--- config.mk ---
export PLATFORM = sky130hd
export DESIGN_NAME = mc_ctrl
export DESIGN_NICKNAME = d
export VERILOG_FILES = /design/src/rtl/mc_ctrl.sv
export SDC_FILE = /design/constraint.sdc
export NUM_CORES = 1
export LEC_CHECK = 0
export ABC_CLOCK_PERIOD_IN_PS = 3300
export BUFFER_PORTS_ARGS = -buffer_cell sky130_fd_sc_hd__buf_2
export CAP_MARGIN = 25
export CELL_PAD_IN_SITES_DETAIL_PLACEMENT = 0
export CELL_PAD_IN_SITES_GLOBAL_PLACEMENT = 2
export CORE_MARGIN = 2
export CORE_UTILIZATION = 32
export CTS_CLUSTER_DIAMETER = 80
export DETAILED_ROUTE_END_ITERATION = 6
export GPL_ROUTABILITY_DRIVEN = 0
export GPL_TIMING_DRIVEN = 0
export HOLD_SLACK_MARGIN = 0.03
export PLACE_DENSITY = 0.87
export REMOVE_ABC_BUFFERS = 1
export SYNTH_ARGS = -nofsm -noshare
export SYNTH_HDL_FRONTEND = slang
export SYNTH_SLANG_ARGS = --single-unit
--- constraint.sdc ---
create_clock -name clk -period 3.3 [get_ports clk]
set_input_delay 0.825 -clock clk [delete_from_list [all_inputs] [get_ports clk]]
set_output_delay 0.825 -clock clk [all_outputs]
set_load 0.01 [all_outputs]
--- src/rtl/mc_ctrl.sv ---
// Multi-cycle sequencing controller for the MIPS datapath: walks each instruction through
// FETCH/DECODE/EXEC/MEM/WB and drives datapath selects, write enables and the DM handshake.
module mc_ctrl #(
    parameter int unsigned CNT_W = 32
) (
    input  logic             clk,
    input  logic             reset,
    input  logic [5:0]       opcode,
    input  logic [5:0]       funct,
    input  logic             zero,
    input  logic             dm_ready,
    output logic             ir_wr,
    output logic             pc_wr,
    output logic [1:0]       npc_sel,
    output logic             reg_wr,
    output logic [1:0]       regDst,
    output logic             aluSrc,
    output logic [1:0]       memToReg,
    output logic [2:0]       alu_op,
    output logic             ext_op,
    output logic             dm_req,
    output logic             dm_we,
    output logic             illegal,
    output logic [2:0]       state,
    output logic [CNT_W-1:0] retired
);

    localparam logic [2:0] StIdle   = 3'd0;
    localparam logic [2:0] StFetch  = 3'd1;
    localparam logic [2:0] StDecode = 3'd2;
    localparam logic [2:0] StExec   = 3'd3;
    localparam logic [2:0] StMem    = 3'd4;
    localparam logic [2:0] StWb     = 3'd5;

    localparam logic [3:0] ClsAddu = 4'd0;
    localparam logic [3:0] ClsSubu = 4'd1;
    localparam logic [3:0] ClsJr   = 4'd2;
    localparam logic [3:0] ClsOri  = 4'd3;
    localparam logic [3:0] ClsLui  = 4'd4;
    localparam logic [3:0] ClsLw   = 4'd5;
    localparam logic [3:0] ClsSw   = 4'd6;
    localparam logic [3:0] ClsBeq  = 4'd7;
    localparam logic [3:0] ClsJ    = 4'd8;
    localparam logic [3:0] ClsJal  = 4'd9;
    localparam logic [3:0] ClsIll  = 4'd10;

    logic [2:0]       state_q, state_d;
    logic [3:0]       cls_q, cls_d, cls_dec;
    logic [CNT_W-1:0] retired_q;

    always_comb begin
        cls_dec = ClsIll;
        case (opcode)
            6'h00: begin
                case (funct)
                    6'h21:   cls_dec = ClsAddu;
                    6'h23:   cls_dec = ClsSubu;
                    6'h08:   cls_dec = ClsJr;
                    default: cls_dec = ClsIll;
                endcase
            end
            6'h0d:   cls_dec = ClsOri;
            6'h0f:   cls_dec = ClsLui;
            6'h23:   cls_dec = ClsLw;
            6'h2b:   cls_dec = ClsSw;
            6'h04:   cls_dec = ClsBeq;
            6'h02:   cls_dec = ClsJ;
            6'h03:   cls_dec = ClsJal;
            default: cls_dec = ClsIll;
        endcase
    end

    // Class is captured only in DECODE so later IR changes cannot disturb the instruction.
    assign cls_d = (state_q == StDecode) ? cls_dec : cls_q;

    always_comb begin
        state_d  = state_q;
        ir_wr    = 1'b0;
        pc_wr    = 1'b0;
        npc_sel  = 2'd0;
        reg_wr   = 1'b0;
        regDst   = 2'd0;
        aluSrc   = 1'b0;
        memToReg = 2'd0;
        alu_op   = 3'd0;
        ext_op   = 1'b0;
        dm_req   = 1'b0;
        dm_we    = 1'b0;
        illegal  = 1'b0;
        case (state_q)
            StIdle: state_d = StFetch;
            StFetch: begin
                ir_wr   = 1'b1;
                state_d = StDecode;
            end
            StDecode: begin
                state_d = StFetch;
                case (cls_dec)
                    ClsJ: begin
                        pc_wr   = 1'b1;
                        npc_sel = 2'd2;
                    end
                    ClsJal: begin
                        pc_wr    = 1'b1;
                        npc_sel  = 2'd2;
                        reg_wr   = 1'b1;
                        regDst   = 2'd2;
                        memToReg = 2'd3;
                    end
                    ClsJr: begin
                        pc_wr   = 1'b1;
                        npc_sel = 2'd3;
                    end
                    ClsIll: begin
                        illegal = 1'b1;
                        pc_wr   = 1'b1;
                    end
                    default: state_d = StExec;
                endcase
            end
            StExec: begin
                state_d = StFetch;
                case (cls_q)
                    ClsAddu, ClsSubu: begin
                        reg_wr = 1'b1;
                        regDst = 2'd1;
                        alu_op = (cls_q == ClsSubu) ? 3'd1 : 3'd0;
                        pc_wr  = 1'b1;
                    end
                    ClsOri: begin
                        reg_wr = 1'b1;
                        aluSrc = 1'b1;
                        alu_op = 3'd2;
                        pc_wr  = 1'b1;
                    end
                    ClsLui: begin
                        reg_wr   = 1'b1;
                        memToReg = 2'd2;
                        pc_wr    = 1'b1;
                    end
                    ClsBeq: begin
                        alu_op  = 3'd1;
                        pc_wr   = 1'b1;
                        npc_sel = zero ? 2'd1 : 2'd0;
                    end
                    ClsLw, ClsSw: begin
                        aluSrc  = 1'b1;
                        ext_op  = 1'b1;
                        state_d = StMem;
                    end
                    default: ;
                endcase
            end
            StMem: begin
                dm_req = 1'b1;
                dm_we  = (cls_q == ClsSw);
                aluSrc = 1'b1;
                ext_op = 1'b1;
                if (dm_ready) begin
                    if (cls_q == ClsSw) begin
                        pc_wr   = 1'b1;
                        state_d = StFetch;
                    end else begin
                        state_d = StWb;
                    end
                end
            end
            StWb: begin
                reg_wr   = 1'b1;
                memToReg = 2'd1;
                pc_wr    = 1'b1;
                state_d  = StFetch;
            end
            default: state_d = StIdle;
        endcase
    end

    always_ff @(posedge clk or negedge reset) begin
        if (!reset) begin
            state_q   <= StIdle;
            cls_q     <= ClsIll;
            retired_q <= '0;
        end else begin
            state_q <= state_d;
            cls_q   <= cls_d;
            if (pc_wr) begin
                retired_q <= retired_q + CNT_W'(1);
            end
        end
    end

    assign state   = state_q;
    assign retired = retired_q;

endmodule
# After elaboration in Yosys (flattened, before gate mapping)
# Index checks and enable logic that the tools add are counted.
# op_classes
addsub	1
n_eq_ne	26
muxes	37
n_reduce_logical	11
# ops
cell	n
$add A32 B1 Y32 const B	1
$pmux W4 S8	1
$eq A6 B6 Y1 const B	4
$eq A6 B4 Y1 const B	3
$mux W1	17
$eq A4 B3 Y1 const B	4
$pmux W3 S5	1
$eq A4 B4 Y1 const B	3
$eq A6 B2 Y1 const B	2
$pmux W2 S2	3
$pmux W2 S3	2
$pmux W4 S3	1
$mux W2	5
$mux W3	3
$eq A4 B2 Y1 const B	2
$reduce_or A2 Y1	4
$reduce_or A4 Y1	2
$eq A3 B2 Y1 const B	2
$eq A3 B3 Y1 const B	2
$eq A6 B3 Y1 const B	1
$logic_not A6 Y1	1
$reduce_or A5 Y1	1
$eq A4 B1 Y1 const B	1
$logic_not A4 Y1	1
other kinds (7)	8
# totals
reg_bits	39
input_bits	16
out_inout_bits	52
wordCells	78

# Depth between registers and ports, before layout
# Gate-level depths: netlist of run 1.
# depth
depth_word	7
depth_mapped	10
ltp_nobuf	8

# Least setup slack after synthesis of run 1
# Ideal clock, no wire load.
# synth_path
kind	input -> output
startpoint	input funct[0]
endpoint	output npc_sel[1]
t_arrival_ns	2.500
path_slack_ns	-0.025
cell_stages	5
cell_sequence	or4b_2 a211o_1 a21oi_1 nand3_1 a211oi_1
# synth_via
elab_chain_cells	7
elab_cells_between_ends	11
# synth_lines
element	line_no	source
from (decl)	9	input logic [5:0] funct,
$eq A6 B4 Y1 or $eq A6 B6 Y1 (tied branches)	55	case (funct)
$pmux W4 S3 *	55	
$pmux W4 S8 *	53	case (opcode)
$eq A4 B4 Y1	98	case (cls_dec)
$reduce_or A2 Y1 (no source line)	n/a	
$pmux W2 S2 *	98	
$pmux W2 S2 *	90	case (state_q)
to (decl)	14	output logic [1:0] npc_sel,
# Every way passes the cells marked *; elsewhere a longest branch is shown, timed or not.

# Worst setup path after layout of run 1
# layout_path
startpoint	input opcode[1]
endpoint	output npc_sel[0]
# layout_via
elab_chain_cells	6
elab_cells_between_ends	15
# layout_lines
element	line_no	source
from (decl)	8	input logic [5:0] opcode,
$eq A6 B2 Y1 (tied with other cells)	53	
$pmux W4 S8 *	53	
$eq A4 B4 Y1	98	
$reduce_or A2 Y1 (no source line)	n/a	
$pmux W2 S2 *	98	
$pmux W2 S2 *	90	
# Marked as above.

==> results of run 1 <==
==> metal layers <==
metal,GRT usage,vias up
li1,-,1087
met1,0.215,1051
met2,0.243,27
met3,0.0260,4
met4,0.0294,0
met5,0,-
==> kinds of logic (layout without fill, tap and decap cells) <==
kind of cell	count (synthesis)	count (layout)
compound gates	66	66
xor+xnor	33	33
fa+ha+maj	3	3
other cells	1	1
simple gates	98	98
buf+inv	21	94
flops	39	39
mux	2	2
==> power breakdown <==
part	internal [W]	total [W]	switching, W
logic	0.000131	0.000293	0.000162
clock network	0.000191	0.000360	0.000169
registers	0.000541	0.000634	0.0000930
total	0.000863	0.00129	0.000424
==> per-stage QoR <==
step / setup TNS [ns] / utilization / hold WS [ns]
after floorplan: -0.0253 / - / 0.503
after global placement: -0.550 / 0.379 / 0.450
after detailed placement: -0.632 / 0.379 / 0.451
after CTS: 0 / 0.403 / 0.466
after global routing: -0.0409 / 0.415 / 0.497
final: 0 / 0.415 / 0.460
==> cell usage in the layout, fill, tap and decap left out, types with 4 or more instances in the layout <==
cell / Yosys / final
o21ai_0: 7 / 7
dfrtp_1: 37 / 37
a21boi_1: 4 / 4
clkbuf_8: 0 / 7
xor2_1: 29 / 29
nor2_1: 13 / 12
a21oi_1: 17 / 16
nand2_1: 25 / 25
and3_1: 4 / 4
buf_2: 4 / 63
nand4_1: 5 / 5
xnor2_1: 4 / 4
buf_4: 2 / 11
inv_1: 8 / 8
nand2b_1: 4 / 4
a211oi_2: 3 / 4
nor2b_1: 6 / 6
nor3_1: 5 / 5
nand3_1: 10 / 9
a211oi_1: 9 / 7
==> layout make-up <==
class | instances | area [µm²] | area share
timing repair buffer | 76 | 420 | 0.132
tap | 102 | 128 | 0.0400
multi-input combinational | 203 | 1530 | 0.478
clock buffer | 8 | 100 | 0.0313
inverter | 10 | 38.8 | 0.0121
sequential | 39 | 978 | 0.306
==> timing repair <==
action                                  4_1_cts  5_1_grt
pin swaps                                     5        5
cloned                                        0        0
endpoints found under the setup margin        5        7
buffers inserted                              5        5
resized for setup                            10       13
==> worst reg2reg max path, stage by stage (launching register included) <==
cell and delay (ns):
dfrtp_1 0.48, inv_2 0.06, or3_1 0.47, clkinv_2 0.10, nand3b_2 0.08, a21oi_2 0.27, nor2_1 0.19, a21oi_4 0.18
buf_4 0.13, mux2_1 0.32
==> flip-flops by register name, indices dropped and copies added (netlist names) <==
register  flops
cls_q         4
state         3
retired      32
==> worst max path at each step <==
stage / from / depth (start not counted) / endpoint / slack [ns]
5_1_grt: funct[0] / 8 / npc_sel[0] / -0.04
2_1_floorplan: funct[0] / 5 / npc_sel[1] / -0.03
4_1_cts: opcode[1] / 8 / npc_sel[0] / 0.002
3_3_place_gp: funct[0] / 7 / npc_sel[1] / -0.28
6_report: opcode[1] / 8 / npc_sel[0] / 0.06
3_5_place_dp: funct[0] / 7 / npc_sel[1] / -0.27
==> qor.csv, run 1 <==
metric,value,unit
status,"finished, final reports clean",
ANT cells,0,
core area,7690,µm²
library cells used by synthesis,63,
post-route setup slack,0.0595,ns
Worst R2R Path Depth,9,
post-synthesis mux area share,0.00892,
post-route cell area,3190,µm²
LEAKAGE,1.52,nW
Achievable Freq,309,MHz
largest family of logic cells by synthesized area,simple AND/OR/NAND/NOR gates,
Max Fanout on Critical Path,6,
ANT nets after route,0,
post-route clock period utilization,0.982,
clk_lat worst skew,0.29,ns
Bufs and invs on worst path,2,
GRT Overall Usage,0.151,
CTS Hold Bufs,0,
met2 wire len,3240,µm
Post-synth EDFFs,0,
Hold Path Origin,retired[31]$_DFFE_PN0P_,
num ports,68,
Worst-Margin Slew,0.889,ns
Adder-Cell Fraction of Synth Area,0.0149,
# setup viols final,0,
Layout area overhead,26.4,%
Clock Path Buffers,2,
critical-path cell list,"buf_6, or4_4, nor3_4, and2b_4, o211ai_2, nand3b_1, a21oi_1, buf_2",
Clock Skews,0.00589,ns
Die Height,92.9,µm
vias in the first global route,2091,
Worst setup EP type,output pin,
max_slew headroom,0.407,
WL met3,178,µm
RSZ-0062 raised after global routing,true,
crit start category,input pin,
simple-gate portion of the synthesized area,0.217,
dpl cells,420,
die area,8620,µm²
fin nets,354,
"Hold Vio Cnt, Final",0,
cts bufs inserted,5,
Crit Reg-Reg Endpoint,retired[1]$_DFFE_PN0P_,
total power,0.00129,W
Netlist Area Pre-Place,2530,µm²
DRC Markers,0,
PortBufs,66,
r2r setup slk,0.90,ns
fill count,794,
P per Cell Area,403,nW/µm²
total number of vias,2169,
most common cell in the synthesized netlist,dfrtp_1,
Post-Place Setup Slack,-0.270,ns
Synth area leaders,"dfrtp_1, xor2_1, nand2_1",
DR top layer,met4,
antenna violations before repair,0,
Synth Area in Compound Gates,0.213,
Routed WL,6330,µm
Worst Hold Class,flip-flop to flip-flop,
CTS H-tree lvls,2,
Non-Filler Instances,438,
die width,92.9,µm
Vias/cell,4.95,
first-pass GRT wire length,10700,µm
M1 WL,2880,µm
xor/xnor cell area share of the yosys netlist,0.114,
worst vdd ir,0.000297,V
CTS tree,done,
post-synth top area cell,dfrtp_1,
Initial Util,0.329,
max-cap violation count,0,
Hold Path End,retired[31]$_DFFE_PN0P_,
Yosys top cell area share,0.367,
Crit Path Category,input pin to output pin,
drt pass-1 iters,4,
Detailed Place HPWL,4480,µm
TritonCTS sink count,39,
Cells after Synth,263,
DP Area,2920,µm²
GR Overflow Total,0,
Worst path slowest cell,or4_4,
ratio of cells with drive above 1 in the final layout,0.354,
largest net degree at the start of global routing,40,
CTS Root Cell,clkbuf_8,
Hold Path Stages,1,
"Reg clk slew, reported paths",0.08,ns
CP max stage delay,0.54,ns
CP top delay family,simple AND/OR/NAND/NOR gates,
Yosys warning total,0,
Synth Area per Inst,9.61,µm²
min Tclk post-route,3.24,ns
wire length per cell,14.5,µm
top post-synthesis cells by count,"dfrtp_1, xor2_1, nand2_1",
1st-iter DRT viols,91,
"Seq/Total Area, Yosys",0.387,
"Top FF cell, synth",dfrtp_1,
Final Max Tran Viols,0,
#FFs+latches synth,39,
ys async rst share,1.00,
Rows,32,
reg2reg start,state[2]$_DFFE_PN0P_,
crit path DAT,2.42,ns
Critical Path RT,2.47,ns
No activity file was read; power rests on OpenSTA's default activity.
==> run 2, diff against run 1 <==
Settings changed: ABC_CLOCK_PERIOD_IN_PS 3300 to 3100.
Clock period 3.3 ns to 3.1 ns, I/O delays scaled along.
==> run 2 against run 1 <==
  * The flow now finishes with violations (setup timing)
  * Worst hold slack is essentially flat
  * Register-to-register slack got worse by 0.17 ns
  * Sequential cell count stayed put
  * Wire length is 1.2% higher
  * Clock skew increased by 0.00066 ns
  * Sequential power is 6.5% higher
  * Clock power up 6.9%
  * Critical path depth did not move
  * Critical path type unchanged
==> qor.csv, run 2 (synthesized netlist as in run 1, its figures left out) <==
metric,value,unit,change
CTS Root Cell,clkbuf_8,,
largest net degree at the start of global routing,40,,unchanged
sequential share of power,0.490,,-0.003
max-cap violation count,0,,unchanged
Clock Skews,0.00655,ns,+0.000661 ns
worst vdd ir,0.000316,V,+6.5%
vias in the first global route,2140,,+2.3%
Worst setup EP type,output pin,,
RSZ-0062 raised after global routing,true,,
PortBufs,66,,unchanged
multi-input combinational cell area,1530,µm²,+0.33%
"commonest non-fill, non-tap cell in the layout",buf_2,,
GR Overflow Total,0,,unchanged
Clock Path Buffers,2,,unchanged
internal power,0.000922,W,+6.9%
Setup crit start,opcode[1],,
Die Height,92.9,µm,unchanged
"leading cell types in the layout, fill and taps excluded","buf_2, dfrtp_1, xor2_1",,
# setup viols final,4,,+4
setup TNS,-0.0830,ns,-0.0830 ns
Achievable Freq,319,MHz,
antenna violations before repair,0,,unchanged
GRT Overall Usage,0.152,,+0.00120
die width,92.9,µm,unchanged
sw power,0.000454,W,+7.3%
Crit Path Category,input pin to output pin,,
Max Fanout on Critical Path,3,,-3
Final Max Tran Viols,0,,unchanged
Vias/cell,4.99,,+0.79%
"Reg clk slew, reported paths",0.08,ns,about the same
Layout area overhead,28.6,%,
"Hold Vio Cnt, Final",0,,unchanged
CTS tree,done,,
status,finished with violations,,
Initial Util,0.329,,unchanged
crit path DAT,2.36,ns,-0.06 ns
fill count,780,,-1.8%
Non-Filler Instances,442,,+0.91%
CTS H-tree lvls,2,,unchanged
num ports,68,,unchanged
first-pass GRT wire length,10800,µm,+0.78%
1st-iter DRT viols,89,,-2.2%
switching share of power,0.330,,+0.000746
failing checks,setup timing,,
wire length per cell,14.5,µm,+0.33%
clock power share,0.279,,about the same
min Tclk post-route,3.13,ns,
Critical Path RT,2.32,ns,-0.15 ns
Routed WL,6410,µm,+1.2%
dpl cells,420,,unchanged
Largest register FFs,32,,unchanged
reg2reg start,state[1]$_DFFE_PN0P_,,
die area,8620,µm²,unchanged
TritonCTS sink count,39,,unchanged
post-route cell area,3250,µm²,+1.8%
DP Area,2920,µm²,unchanged
LEAKAGE,1.55,nW,+1.7%
crit start category,input pin,,
clk_lat worst skew,0.29,ns,about the same
Rows,32,,unchanged
DRC Markers,0,,unchanged
post-route setup slack,-0.0336,ns,-0.0931 ns
Reg area,980,µm²,+0.13%
Worst-Margin Slew,0.905,ns,+0.0160 ns
fin nets,358,,+1.1%
Worst Hold Class,flip-flop to flip-flop,,
drt pass-1 iters,4,,unchanged
post-route clock period utilization,1.01,,
total number of vias,2206,,+1.7%
Hold Path Origin,retired[31]$_DFFE_PN0P_,,
core area,7690,µm²,unchanged
max_slew headroom,0.397,,-0.0107
ratio of cells with drive above 1 in the final layout,0.365,,+0.0105
ANT nets after route,0,,unchanged
total power,0.00138,W,+7.0%
Comb pwr share,0.230,,+0.002
ANT cells,0,,unchanged
cts bufs inserted,5,,unchanged
Final Util,0.423,,+0.00732
Detailed Place HPWL,4480,µm,unchanged
P per Cell Area,424,nW/µm²,+5.2%
-- run 2: cell type report --
type,instances,area share
Timing Repair Buffer,80,0.145
Clock buffer,8,0.0308
Tap cell,102,0.0393
Inverter,10,0.0119
Multi-Input combinational cell,203,0.472
Sequential cell,39,0.302
-- run 2: metal layers --
metal	part of all wire	track usage	up-vias
li1	-	-	1092
met1	0.46	0.215	1069
met2	0.50	0.248	41
met3	0.033	0.0260	4
met4	0.0051	0.0294	0
met5	0	0	-
-- run 2: metrics by stage --
step	setup slack (ns)	hold WS, ns
after floorplan	-0.125	0.479
after global placement	-0.376	0.450
after detailed placement	-0.370	0.451
after CTS	-0.0425	0.466
after global routing	-0.111	0.497
final	-0.0336	0.460
-- run 2: path summary, 6_finish.rpt --
path | endpoint | slack, ns | cells after the start
setup / recovery | npc_sel[0] | -0.03 | 8
max in group asynchronous | state[2]$_DFFE_PN0P_ | 1.86 | 1
hold reg to reg | retired[31]$_DFFE_PN0P_ | 0.46 | 1
setup reg to reg | retired[1]$_DFFE_PN0P_ | 0.73 | 9
min in group asynchronous | retired[25]$_DFFE_PN0P_ | 0.61 | 1
hold / removal | retired[31]$_DFFE_PN0P_ | 0.46 | 1
-- run 2: timing repair --
item / in CTS / in global routing
endpoints found under the setup margin: 8 / 8
hold buffers: 0 / 0
setup buffers: 9 / 5
resized for setup: 15 / 12
endpoints found under the hold margin: 0 / 0
pin swaps: 7 / 3
-- run 2: worst max-delay path, stage by stage --
cell and delay, ns:
buf_8 0.10, or4_4 0.53, nor3_4 0.17, and2b_4 0.21, o211ai_4 0.09, nand3b_1 0.20
a21oi_1 0.15, buf_2 0.14
-- run 2: power by group through the flow --
stage / combinational, W / sequential, W / clock (W)
after detailed placement: 0.000298 / 0.000684 / 0
after CTS: 0.000313 / 0.000675 / 0.000396
after global routing: 0.000355 / 0.000695 / 0.000424
after floorplan: 0.000146 / 0.000687 / 0
after global placement: 0.000289 / 0.000683 / 0
final: 0.000317 / 0.000675 / 0.000385
